## src/rtl/mem_pkg.sv

```systemverilog
// Shared definitions for the memory-access stage: FSM states, default
// widths, the MEM/WB bubble control value and the alignment helper.
package mem_pkg;

  localparam int DEF_DATA_W = 32;
  localparam int DEF_REG_W  = 5;

  typedef enum logic [0:0] {
    IDLE = 1'b0,
    BUSY = 1'b1
  } memState_t;

  // Write-back control fields carried through MEM/WB.
  typedef struct packed {
    logic memToReg;
    logic regWrite;
  } wbCtrl_t;

  // A bubble must never write the register file.
  localparam wbCtrl_t WB_BUBBLE = '{memToReg: 1'b0, regWrite: 1'b0};

  // Word accesses only: the two low address bits must be zero.
  function automatic logic isAligned(input logic [1:0] lowBits);
    return (lowBits == 2'b00);
  endfunction

endpackage

```

## src/rtl/mem_access_stage_if.sv

```systemverilog
// Data-memory req/ack bus. The stage is the master; memory is the slave.
// memRdata is valid in the same cycle as memAck.
interface mem_access_stage_if
  import mem_pkg::*;
#(
  parameter int DATA_W = DEF_DATA_W
);

  logic              memReq;
  logic              memWe;
  logic [DATA_W-1:0] memAddr;
  logic [DATA_W-1:0] memWdata;
  logic              memAck;
  logic [DATA_W-1:0] memRdata;

  modport master (
    output memReq, memWe, memAddr, memWdata,
    input  memAck, memRdata
  );

  modport slave (
    input  memReq, memWe, memAddr, memWdata,
    output memAck, memRdata
  );

endinterface

```

## src/rtl/mem_wb.sv

```systemverilog
// MEM/WB pipeline register. Synchronous reset; loadBubble clears every
// field so that write-back sees a harmless no-op.
module mem_wb
  import mem_pkg::*;
#(
  parameter int DATA_W = DEF_DATA_W,
  parameter int REG_W  = DEF_REG_W
) (
  input  logic              clock,
  input  logic              reset,
  input  logic              loadBubble,
  input  logic [DATA_W-1:0] inReadData,
  input  logic [DATA_W-1:0] inResult,
  input  logic              inMemToReg,
  input  logic              inRegWrite,
  input  logic [REG_W-1:0]  inWriteRegister,
  output logic [DATA_W-1:0] outReadData,
  output logic [DATA_W-1:0] outResult,
  output logic              outMemToReg,
  output logic              outRegWrite,
  output logic [REG_W-1:0]  outWriteRegister
);

  // Capture the stage result, or a bubble, every cycle.
  always_ff @(posedge clock) begin
    if (reset || loadBubble) begin
      outReadData                 <= {DATA_W{1'b0}};
      outResult                   <= {DATA_W{1'b0}};
      {outMemToReg, outRegWrite}  <= WB_BUBBLE;
      outWriteRegister            <= {REG_W{1'b0}};
    end else begin
      outReadData      <= inReadData;
      outResult        <= inResult;
      outMemToReg      <= inMemToReg;
      outRegWrite      <= inRegWrite;
      outWriteRegister <= inWriteRegister;
    end
  end

endmodule

```

## src/rtl/mem_access_stage.sv

```systemverilog
// Memory-access pipeline stage. Issues loads/stores on the req/ack bus,
// stalls upstream while an access is outstanding and feeds MEM/WB.
// Optional feature: define MEM_TIMEOUT_EN to abort accesses that wait
// TIMEOUT_CYCLES busy cycles without an ack (memError then pulses).
module mem_access_stage
  import mem_pkg::*;
#(
  parameter int DATA_W         = DEF_DATA_W,
  parameter int REG_W          = DEF_REG_W,
  parameter int TIMEOUT_CYCLES = 255
) (
  input  logic                 clock,
  input  logic                 reset,
  input  logic [DATA_W-1:0]    inResult,
  input  logic [DATA_W-1:0]    inReadRegister2,
  input  logic                 inMemRead,
  input  logic                 inMemWrite,
  input  logic                 inMemToReg,
  input  logic                 inRegWrite,
  input  logic [REG_W-1:0]     inWriteRegister,
  mem_access_stage_if.master   memBus,
  output logic                 stall,
  output logic [DATA_W-1:0]    outReadData,
  output logic [DATA_W-1:0]    outResult,
  output logic                 outMemToReg,
  output logic                 outRegWrite,
  output logic [REG_W-1:0]     outWriteRegister,
  output logic                 memMisalign,
  output logic                 memError
);

  memState_t         state_r, nextState_s;
  logic [DATA_W-1:0] busyAddr_r, busyWdata_r;
  logic              busyWe_r, busyMemToReg_r, busyRegWrite_r;
  logic [REG_W-1:0]  busyWriteRegister_r;
  logic              misalign_r, error_r;

  logic              isMem_s, aligned_s, latch_s, misalign_s, abort_s, timeoutHit_s;
  logic              wbBubble_s, wbMemToReg_s, wbRegWrite_s;
  logic [DATA_W-1:0] wbReadData_s, wbResult_s;
  logic [REG_W-1:0]  wbWriteRegister_s;

  assign isMem_s   = inMemRead | inMemWrite;
  assign aligned_s = isAligned(inResult[1:0]);

`ifdef MEM_TIMEOUT_EN
  localparam int CNT_W = $clog2(TIMEOUT_CYCLES + 1);
  localparam logic [CNT_W-1:0] WAIT_LAST = CNT_W'(TIMEOUT_CYCLES - 1);
  logic [CNT_W-1:0] waitCnt_r;

  // Count busy cycles without ack; cleared whenever a new access enters BUSY.
  always_ff @(posedge clock) begin
    if (reset || latch_s) begin
      waitCnt_r <= {CNT_W{1'b0}};
    end else if (state_r == BUSY && !memBus.memAck) begin
      waitCnt_r <= waitCnt_r + {{(CNT_W-1){1'b0}}, 1'b1};
    end else begin
      waitCnt_r <= waitCnt_r;
    end
  end

  // This busy cycle would bring the count to the limit.
  assign timeoutHit_s = (waitCnt_r == WAIT_LAST);
`else
  assign timeoutHit_s = 1'b0;
`endif

  // Next state, bus drive and MEM/WB input selection.
  always_comb begin
    nextState_s        = state_r;
    memBus.memReq      = 1'b0;
    memBus.memWe       = 1'b0;
    memBus.memAddr     = {DATA_W{1'b0}};
    memBus.memWdata    = {DATA_W{1'b0}};
    latch_s            = 1'b0;
    misalign_s         = 1'b0;
    abort_s            = 1'b0;
    wbBubble_s         = 1'b0;
    wbReadData_s       = {DATA_W{1'b0}};
    wbResult_s         = inResult;
    wbMemToReg_s       = inMemToReg;
    wbRegWrite_s       = inRegWrite;
    wbWriteRegister_s  = inWriteRegister;
    case (state_r)
      IDLE: begin
        if (isMem_s && aligned_s) begin
          memBus.memReq   = 1'b1;
          memBus.memWe    = inMemWrite;
          memBus.memAddr  = {inResult[DATA_W-1:2], 2'b00};
          memBus.memWdata = inReadRegister2;
          if (memBus.memAck) begin
            wbReadData_s = inMemWrite ? {DATA_W{1'b0}} : memBus.memRdata;
          end else begin
            nextState_s = BUSY;
            latch_s     = 1'b1;
            wbBubble_s  = 1'b1;
          end
        end else if (isMem_s) begin
          misalign_s = 1'b1;
          wbBubble_s = 1'b1;
        end else begin
          wbReadData_s = {DATA_W{1'b0}};
        end
      end
      BUSY: begin
        memBus.memReq     = 1'b1;
        memBus.memWe      = busyWe_r;
        memBus.memAddr    = {busyAddr_r[DATA_W-1:2], 2'b00};
        memBus.memWdata   = busyWdata_r;
        wbResult_s        = busyAddr_r;
        wbMemToReg_s      = busyMemToReg_r;
        wbRegWrite_s      = busyRegWrite_r;
        wbWriteRegister_s = busyWriteRegister_r;
        if (memBus.memAck) begin
          wbReadData_s = busyWe_r ? {DATA_W{1'b0}} : memBus.memRdata;
          nextState_s  = IDLE;
        end else begin
          wbBubble_s = 1'b1;
          if (timeoutHit_s) begin
            abort_s     = 1'b1;
            nextState_s = IDLE;
          end else begin
            nextState_s = BUSY;
          end
        end
      end
      default: begin
        nextState_s = IDLE;
        wbBubble_s  = 1'b1;
      end
    endcase
  end

  assign stall = memBus.memReq & ~memBus.memAck;

  // FSM state register.
  always_ff @(posedge clock) begin
    if (reset) begin
      state_r <= IDLE;
    end else begin
      state_r <= nextState_s;
    end
  end

  // Hold the access and its write-back control while waiting for ack.
  always_ff @(posedge clock) begin
    if (reset) begin
      busyAddr_r          <= {DATA_W{1'b0}};
      busyWdata_r         <= {DATA_W{1'b0}};
      busyWe_r            <= 1'b0;
      busyMemToReg_r      <= 1'b0;
      busyRegWrite_r      <= 1'b0;
      busyWriteRegister_r <= {REG_W{1'b0}};
    end else if (latch_s) begin
      busyAddr_r          <= inResult;
      busyWdata_r         <= inReadRegister2;
      busyWe_r            <= inMemWrite;
      busyMemToReg_r      <= inMemToReg;
      busyRegWrite_r      <= inRegWrite;
      busyWriteRegister_r <= inWriteRegister;
    end else begin
      busyAddr_r          <= busyAddr_r;
      busyWdata_r         <= busyWdata_r;
      busyWe_r            <= busyWe_r;
      busyMemToReg_r      <= busyMemToReg_r;
      busyRegWrite_r      <= busyRegWrite_r;
      busyWriteRegister_r <= busyWriteRegister_r;
    end
  end

  // One-cycle status pulses, aligned with the bubble they accompany.
  always_ff @(posedge clock) begin
    if (reset) begin
      misalign_r <= 1'b0;
      error_r    <= 1'b0;
    end else begin
      misalign_r <= misalign_s;
      error_r    <= abort_s;
    end
  end

  assign memMisalign = misalign_r;
  assign memError    = error_r;

  mem_wb #(
    .DATA_W (DATA_W),
    .REG_W  (REG_W)
  ) uMemWb (
    .clock            (clock),
    .reset            (reset),
    .loadBubble       (wbBubble_s),
    .inReadData       (wbReadData_s),
    .inResult         (wbResult_s),
    .inMemToReg       (wbMemToReg_s),
    .inRegWrite       (wbRegWrite_s),
    .inWriteRegister  (wbWriteRegister_s),
    .outReadData      (outReadData),
    .outResult        (outResult),
    .outMemToReg      (outMemToReg),
    .outRegWrite      (outRegWrite),
    .outWriteRegister (outWriteRegister)
  );

endmodule

```

## src/flat_wrapper.sv

```systemverilog
// flat-port wrapper written by rule: the top's interface ports become plain ports
module mem_access_stage_flat import mem_pkg::*;
#(
  parameter int DATA_W         = DEF_DATA_W,
  parameter int REG_W          = DEF_REG_W,
  parameter int TIMEOUT_CYCLES = 255
)
  (clock, reset, inResult, inReadRegister2, inMemRead, inMemWrite, inMemToReg, inRegWrite, inWriteRegister, stall, outReadData, outResult, outMemToReg, outRegWrite, outWriteRegister, memMisalign, memError, memBus_memReq, memBus_memWe, memBus_memAddr, memBus_memWdata, memBus_memAck, memBus_memRdata);
  mem_access_stage_if #(.DATA_W(DATA_W)) memBus_i ();
  input  logic clock;
  input  logic reset;
  input  logic [DATA_W-1:0] inResult;
  input  logic [DATA_W-1:0] inReadRegister2;
  input  logic inMemRead;
  input  logic inMemWrite;
  input  logic inMemToReg;
  input  logic inRegWrite;
  input  logic [REG_W-1:0] inWriteRegister;
  output logic stall;
  output logic [DATA_W-1:0] outReadData;
  output logic [DATA_W-1:0] outResult;
  output logic outMemToReg;
  output logic outRegWrite;
  output logic [REG_W-1:0] outWriteRegister;
  output logic memMisalign;
  output logic memError;
  output wire logic [$bits(memBus_i.memReq)-1:0] memBus_memReq;
  output wire logic [$bits(memBus_i.memWe)-1:0] memBus_memWe;
  output wire logic [$bits(memBus_i.memAddr)-1:0] memBus_memAddr;
  output wire logic [$bits(memBus_i.memWdata)-1:0] memBus_memWdata;
  input wire logic [$bits(memBus_i.memAck)-1:0] memBus_memAck;
  input wire logic [$bits(memBus_i.memRdata)-1:0] memBus_memRdata;
  assign memBus_memReq = memBus_i.memReq;
  assign memBus_memWe = memBus_i.memWe;
  assign memBus_memAddr = memBus_i.memAddr;
  assign memBus_memWdata = memBus_i.memWdata;
  assign memBus_i.memAck = memBus_memAck;
  assign memBus_i.memRdata = memBus_memRdata;
  mem_access_stage #(.DATA_W(DATA_W), .REG_W(REG_W), .TIMEOUT_CYCLES(TIMEOUT_CYCLES)) u_core (.clock(clock), .reset(reset), .inResult(inResult), .inReadRegister2(inReadRegister2), .inMemRead(inMemRead), .inMemWrite(inMemWrite), .inMemToReg(inMemToReg), .inRegWrite(inRegWrite), .inWriteRegister(inWriteRegister), .memBus(memBus_i), .stall(stall), .outReadData(outReadData), .outResult(outResult), .outMemToReg(outMemToReg), .outRegWrite(outRegWrite), .outWriteRegister(outWriteRegister), .memMisalign(memMisalign), .memError(memError));
endmodule
```

## config.mk

```make
export PLATFORM = sky130hd
export DESIGN_NAME = mem_access_stage_flat
export DESIGN_NICKNAME = d
export VERILOG_FILES = /design/src/rtl/mem_pkg.sv /design/src/rtl/mem_access_stage_if.sv /design/src/rtl/mem_wb.sv /design/src/rtl/mem_access_stage.sv /design/src/flat_wrapper.sv
export SDC_FILE = /design/constraint.sdc
export NUM_CORES = 1
export LEC_CHECK = 0
export CAP_MARGIN = 30
export CORE_MARGIN = 1.5
export CORE_UTILIZATION = 42
export CTS_CLUSTER_SIZE = 25
export DETAILED_ROUTE_END_ITERATION = 16
export GPL_TIMING_DRIVEN = 0
export MAX_ROUTING_LAYER = met4
export PLACE_DENSITY = 0.76
export SLEW_MARGIN = 20
export SYNTH_ARGS = -nofsm -noshare
export SYNTH_HDL_FRONTEND = slang
export SYNTH_HIERARCHICAL = 1
export SYNTH_SLANG_ARGS = --single-unit
```

## constraint.sdc

```tcl
create_clock -name clock -period 1.4 [get_ports clock]
set_input_delay 0.14 -clock clock [delete_from_list [all_inputs] [get_ports clock]]
set_output_delay 0.14 -clock clock [all_outputs]
set_load 0.01 [all_outputs]
```

* Yosys cells after proc, flatten, opt, wreduce, memory -nomap -nowiden *
Index checks and enable logic that the tools add are counted.

storage, ports and cells
  bits in writable memories = 0
  memories kept = 0
  ROM bits = 0
  word-level logic and storage cells = 46
  bits in registers = 145
  bits in latches = 0

cells by class
  magnitude comparators = 0
  div/mod/pow operators = 0
  muxes and demuxes = 25
  bitwise operators = 4
  add/subtract/negate cells = 0
  equal/unequal tests = 0
  multiply operators = 0
  shifts and indexed selects = 0
  reduce and logical (&&, ||, !) cells = 4

operator list
  kind               count
  $mux 32            8
  $pmux 32 s2        3
  $mux 1             9
  $pmux 1 s2         4
  $mux 5             1
  $reduce_or 3->1    1
  $logic_not 2->1    1
  $not 1->1          2
  $and 1x1->1        1
  $logic_and 1x1->1  1
  $logic_or 1x1->1   1
  $or 1x1->1         1

* Longest topological paths before layout *
  word-level depth = 5
  mapped depth = 8

* Modules after synthesis *
Netlist, hierarchy kept.

by module, submodules not included
  module            cells each  area an instance (um^2)  times used  seq. area each (um^2)
  mem_access_stage  513         4,815.9                  1           1,481.4
  mem_wb            158         2,484.9                  1           1,421.4

* Worst setup path after synthesis *
OpenSTA, ideal clock, no wires.

  path kind = reg-to-reg
  start point = register u_core.state_r
  end point = register u_core.uMemWb.outMemToReg
  cell stages (with the launch flop) = 9
  buffers on the path = 5
  library setup time = 0.117 ns
  setup slack = -0.108 ns
  arrival time = 1.391 ns
  required time = 1.283 ns
  cell sequence = dfxtp_1 buf_4 buf_6 buf_4 nor2_1 a21oi_2 buf_6 buf_6 nor3b_2

between the ends
  longest elaborated chain between the ends = 3
  elaborated cells on any way between the ends = 4
  classes of those cells = mux: 2; bitwise: 1; reduce/logical: 1

RTL lines
  item                      RTL line                 text
  start: declaration        mem_access_stage.sv:32   memState_t state_r, nextState_s;
  start signal: assignment  mem_access_stage.sv:141  state_r <= nextState_s;
  $not 1->1                 mem_access_stage.sv:84   case (state_r)
  $pmux 1 s2 (*)            mem_access_stage.sv:84
  net u_core.wbBubble_s     mem_access_stage.sv:39   logic wbBubble_s, wbMemToReg_s, wbRegWrite_s;
  $logic_or 1x1->1 (*)      mem_wb.sv:26             if (reset || loadBubble) begin
  end signal: assignment    mem_wb.sv:34             outMemToReg <= inMemToReg;
  end: declaration          mem_wb.sv:19             output logic outMemToReg,

Mark *: on every way through the listed nets, which the timed path passes. The rest lies on a longest branch.
A chain may end at the register's enable or synchronous reset.

* Final worst setup path *
  start point = input inMemRead
  end point = output memBus_memAddr[13]

between the ends
  longest elaborated chain between the ends = 4

RTL lines
  item                RTL line                text
  start: declaration  flat_wrapper.sv:14      input logic inMemRead;
  $or 1x1->1          mem_access_stage.sv:43  assign isMem_s = inMemRead | inMemWrite;
  $logic_and 1x1->1   mem_access_stage.sv:86  if (isMem_s && aligned_s) begin
  $mux 32             mem_access_stage.sv:86
  $pmux 32 s2         mem_access_stage.sv:84
  end: declaration    flat_wrapper.sv:29      output wire logic [$bits(memBus_i.memAddr)-1:0] memBus_memAddr;

Every way passes these cells.

==> flow_metrics.py <==
metrics = {
    "worst_setup_path": {
        "cp-start-kind": "input pin",
        "r2r-start": "u_core/state_r$_SDFF_PP0_",
        "reg2reg_to": "u_core/uMemWb/outResult[6]$_SDFF_PP0_",
        "arrival_ns": 1.80,
        "critPathKind": "in -> out",
        "crit_required_ns": 1.26,
        "cp_max_fo": 10,
        "r2r_cells": 11,
        "cp-end-kind": "output port",
        "rrSetupSlack_ns": -0.46,
    },
    "final_layout": {
        "n_fill_cell": 1309,
        "area_growth_pct": 64.0,
        "n_antenna_cell": 0,
        "fin_util_pct": 70.0,
        "fin_nets": 1109,
        "drive_above_1_share_pct": 34.4,
        "instances_no_fill": 1239,
    },
    "clock_tree": {
        "htree_levels": 4,
        "clk_latency_ns": 0.42,
        "clockBufferDepth": 2,
        "clockRootBuffer": "clkbuf_16",
        "tritoncts": "yes",
        "cts_sinks": 145,
        "clk_pin_slew_ns": 0.05,
        "cts_buffers": 17,
    },
    "timing": {
        "clock.fmax_mhz": 517,
        "skew_ns": 0.00995,
        "fin_crit_ns": 1.94,
        "setup_viol": 208,
        "hold_viol_final": 0,
        "maxSlewViolCount": 0,
        "rsz0062_at_grt": "yes",
        "finalWorstSetupSlack_ns": -0.535,
        "finalCritPeriodShare_pct": 138,
    },
    "min_path": {
        "whs_endpoint": "u_core/busyWe_r$_SDFFE_PP0P_",
        "worstHoldPathCells": 3,
        "holdCritPathClass": "in -> reg",
        "min_from": "inMemWrite",
    },
    "logic_synthesis": {
        "syn_inst": 671,
        "netlist_top_cells_count": "145 x dfxtp_1, 140 x nand2b_1, 102 x mux2i_1",
        "yosysUniqueCellTypes": 25,
        "ys_seq_area_share_pct": 39.8,
        "yosysMostFrequentCell": "dfxtp_1",
        "synth_area_leader_cell": "dfxtp_1",
        "postSynth.topFlopCell": "dfxtp_1",
        "async_flop_share_pct": 0,
        "synthesis.area_mm2": 0.00730,
        "yosys_warnings": 6,
        "avgSynthCellArea_um2": 10.9,
        "synth_top_area_share_pct": 39.8,
        "synth_edf_count": 0,
        "ys_top_cells_by_area": "dfxtp_1 40%, mux2i_1 14%, nor3b_2 12%, nand2b_1 12%, mux2_2 6.0%",
        "ys_ff_latch": 145,
    },
    "power": {
        "p_sw_share_pct": 23.7,
        "combPwrFrac_pct": 18.5,
        "p_int_uw": 8820,
        "p_leak_uw": 0.00505,
        "power_frac_seq_pct": 37.1,
        "peakVddDrop_v": 0.000841,
        "power.switching_uw": 2740,
        "clkPwrFrac_pct": 44.4,
        "power.density_mw_per_mm2": 965,
    },
    "placement": {
        "routabilityCongestion": 0.755,
        "place_inst": 1141,
        "hpwl_um": 13700,
        "portBuffers": 243,
        "dp_worst_setup_slack_ns": -0.979,
    },
    "global_routing": {
        "antenna_found_initial": 0,
        "overflow": 0,
        "grt_use_total_pct": 23.4,
        "grt_pass1_wl_um": 31700,
        "grt_max_degree": 17,
        "grt_pass1_vias": 5966,
    },
    "routing": {
        "vias": 5845,
        "viasPerCell": 4.72,
        "drc": 0,
        "drt_iter0_markers": 189,
        "ant_nets": 0,
        "drt-pass1-iter-count": 4,
        "wire_per_inst_um": 17.5,
        "wl_um": 21700,
    },
    "floorplan": {
        "die_h_um": 135,
        "core_mm2": 0.0171,
        "ios": 248,
        "start_util_pct": 42.7,
        "die-width_um": 135,
        "dieArea_mm2": 0.0182,
        "rows": 48,
    },
    "status": {
        "outcome": "finished with violations",
        "violations": "setup timing",
    },
    "run": {
        "drv_cap": 0,
    },
}
## metal layers
metal / vias to the layer above / GRT usage, % / routed length [µm]
met4: 0 / 6.45 / 484
li1: 2878 / - / -
met1: 2749 / 28.7 / 9530
met5: - / - / 0
met2: 187 / 37.7 / 10500
met3: 31 / 6.87 / 1260
## what timing repair did
item / CTS / global route
cloned: 15 / 11
pin swaps: 64 / 30
hold buffers: 1 / 0
endpoints found under the hold margin: 1 / 0
endpoints found under the setup margin: 206 / 212
gates resized for setup: 415 / 87
buffers inserted: 30 / 19
## critical path, cell delays in order
cell	delay [ns]
clkdlybuf4s50_1	0.45
or2_4	0.28
a21oi_4	0.24
inv_4	0.11
buf_6	0.16
and2_1	0.15
dlygate4sd2_1	0.27
## stage by stage
| step | setup TNS (ns) | area (µm²) | power [µW] | hold WS (ns) |
|---|---|---|---|---|
| floorplan | -4.22 | 7340 | 5260 | 0.212 |
| global placement | -143.18 | 10100 | 6060 | 0.409 |
| detailed placement | -141.98 | 10100 | 6070 | 0.413 |
| CTS | -60.84 | 11400 | 11500 | 0.213 |
| global route | -78.72 | 12000 | 12000 | 0.262 |
| finish | -66.53 | 12000 | 11600 | 0.238 |
## power groups by stage
stage | clock (µW) | combinational [µW] | sequential, µW
floorplan | 0 | 868 | 4390
global placement | 0 | 1680 | 4370
detailed placement | 0 | 1690 | 4380
CTS | 5230 | 2030 | 4280
global route | 5400 | 2270 | 4300
finish | 5140 | 2140 | 4290
## registers in the layout, indices dropped and copies added, names as in the netlist
signal	flops
u_core/busyWriteRegister_r	5
u_core/busyWe_r	1
u_core/busyRegWrite_r	1
u_core/busyAddr_r	32
u_core/uMemWb/outRegWrite	1
u_core/uMemWb/outMemToReg	1
u_core/busyMemToReg_r	1
u_core/uMemWb/outWriteRegister	5
u_core/uMemWb/outResult	32
u_core/state_r	1
u_core/memMisalign	1
u_core/uMemWb/outReadData	32
u_core/busyWdata_r	32
## final cells by class
type                    instances  area (µm²)  area share, %
repair buffers                313        3310           27.7
plain buffers                  56         658           5.50
well taps                     225         282           2.35
flip-flops and latches        145        2910           24.3
multi-input cells             467        4140           34.6
clock buffers                  20         467           3.90
inverters                       1        6.26         0.0522
clock inverters                12         204           1.70
## cell usage in the layout (no fill, tap or decap), types with 2 or more instances in the layout
cell,Yosys,final
dfxtp_1,145,144
nand2b_1,140,140
clkdlybuf4s50_1,0,105
mux2i_1,102,94
dlygate4sd2_1,0,73
nor3b_2,71,66
and2_1,62,53
buf_6,21,49
buf_2,7,43
buf_12,6,31
clkbuf_16,0,28
nor2_1,36,28
mux2_4,0,21
mux2_2,39,18
buf_4,8,16
clkbuf_1,14,14
buf_8,1,10
and2_4,0,9
buf_16,0,7
nor3b_4,0,6
bufinv_16,0,5
mux2i_2,0,5
nor2_4,0,5
clkbuf_8,0,4
dlymetal6s2s_1,0,4
clkinvlp_4,0,3
mux2i_4,0,3
nor2_2,0,3
conb_1,1,3
clkinv_4,0,2
clkbuf_2,3,2
a21oi_4,1,2
nor3b_1,3,2
## worst max path at each step
stage / start / to / slack (ns) / cells after the start
after floorplan: u_core/state_r$_SDFF_PP0_ / u_core/uMemWb/outReadData[0]$_SDFF_PP0_ / -0.06 / 8
after global placement: inMemWrite / memBus_memAddr[30] / -1.00 / 7
after detailed placement: inMemWrite / memBus_memAddr[30] / -0.98 / 7
after CTS: u_core/state_r$_SDFF_PP0_ / memBus_memAddr[21] / -0.57 / 5
after global routing: inMemRead / memBus_memAddr[13] / -0.60 / 7
final: inMemRead / memBus_memAddr[13] / -0.54 / 7
## kinds of logic (layout without fill, tap and decap cells)
family          count (synthesis)  in the layout  synth area share (%)
simple gates                  320            320                  32.3
flops                         145            145                  39.8
compound gates                  3              3                 0.480
other cells                     1              3                0.0514
buf+inv                        61            402                  7.37
mux                           141            141                  20.0
Note: power is estimated with default switching activity, not from simulation.
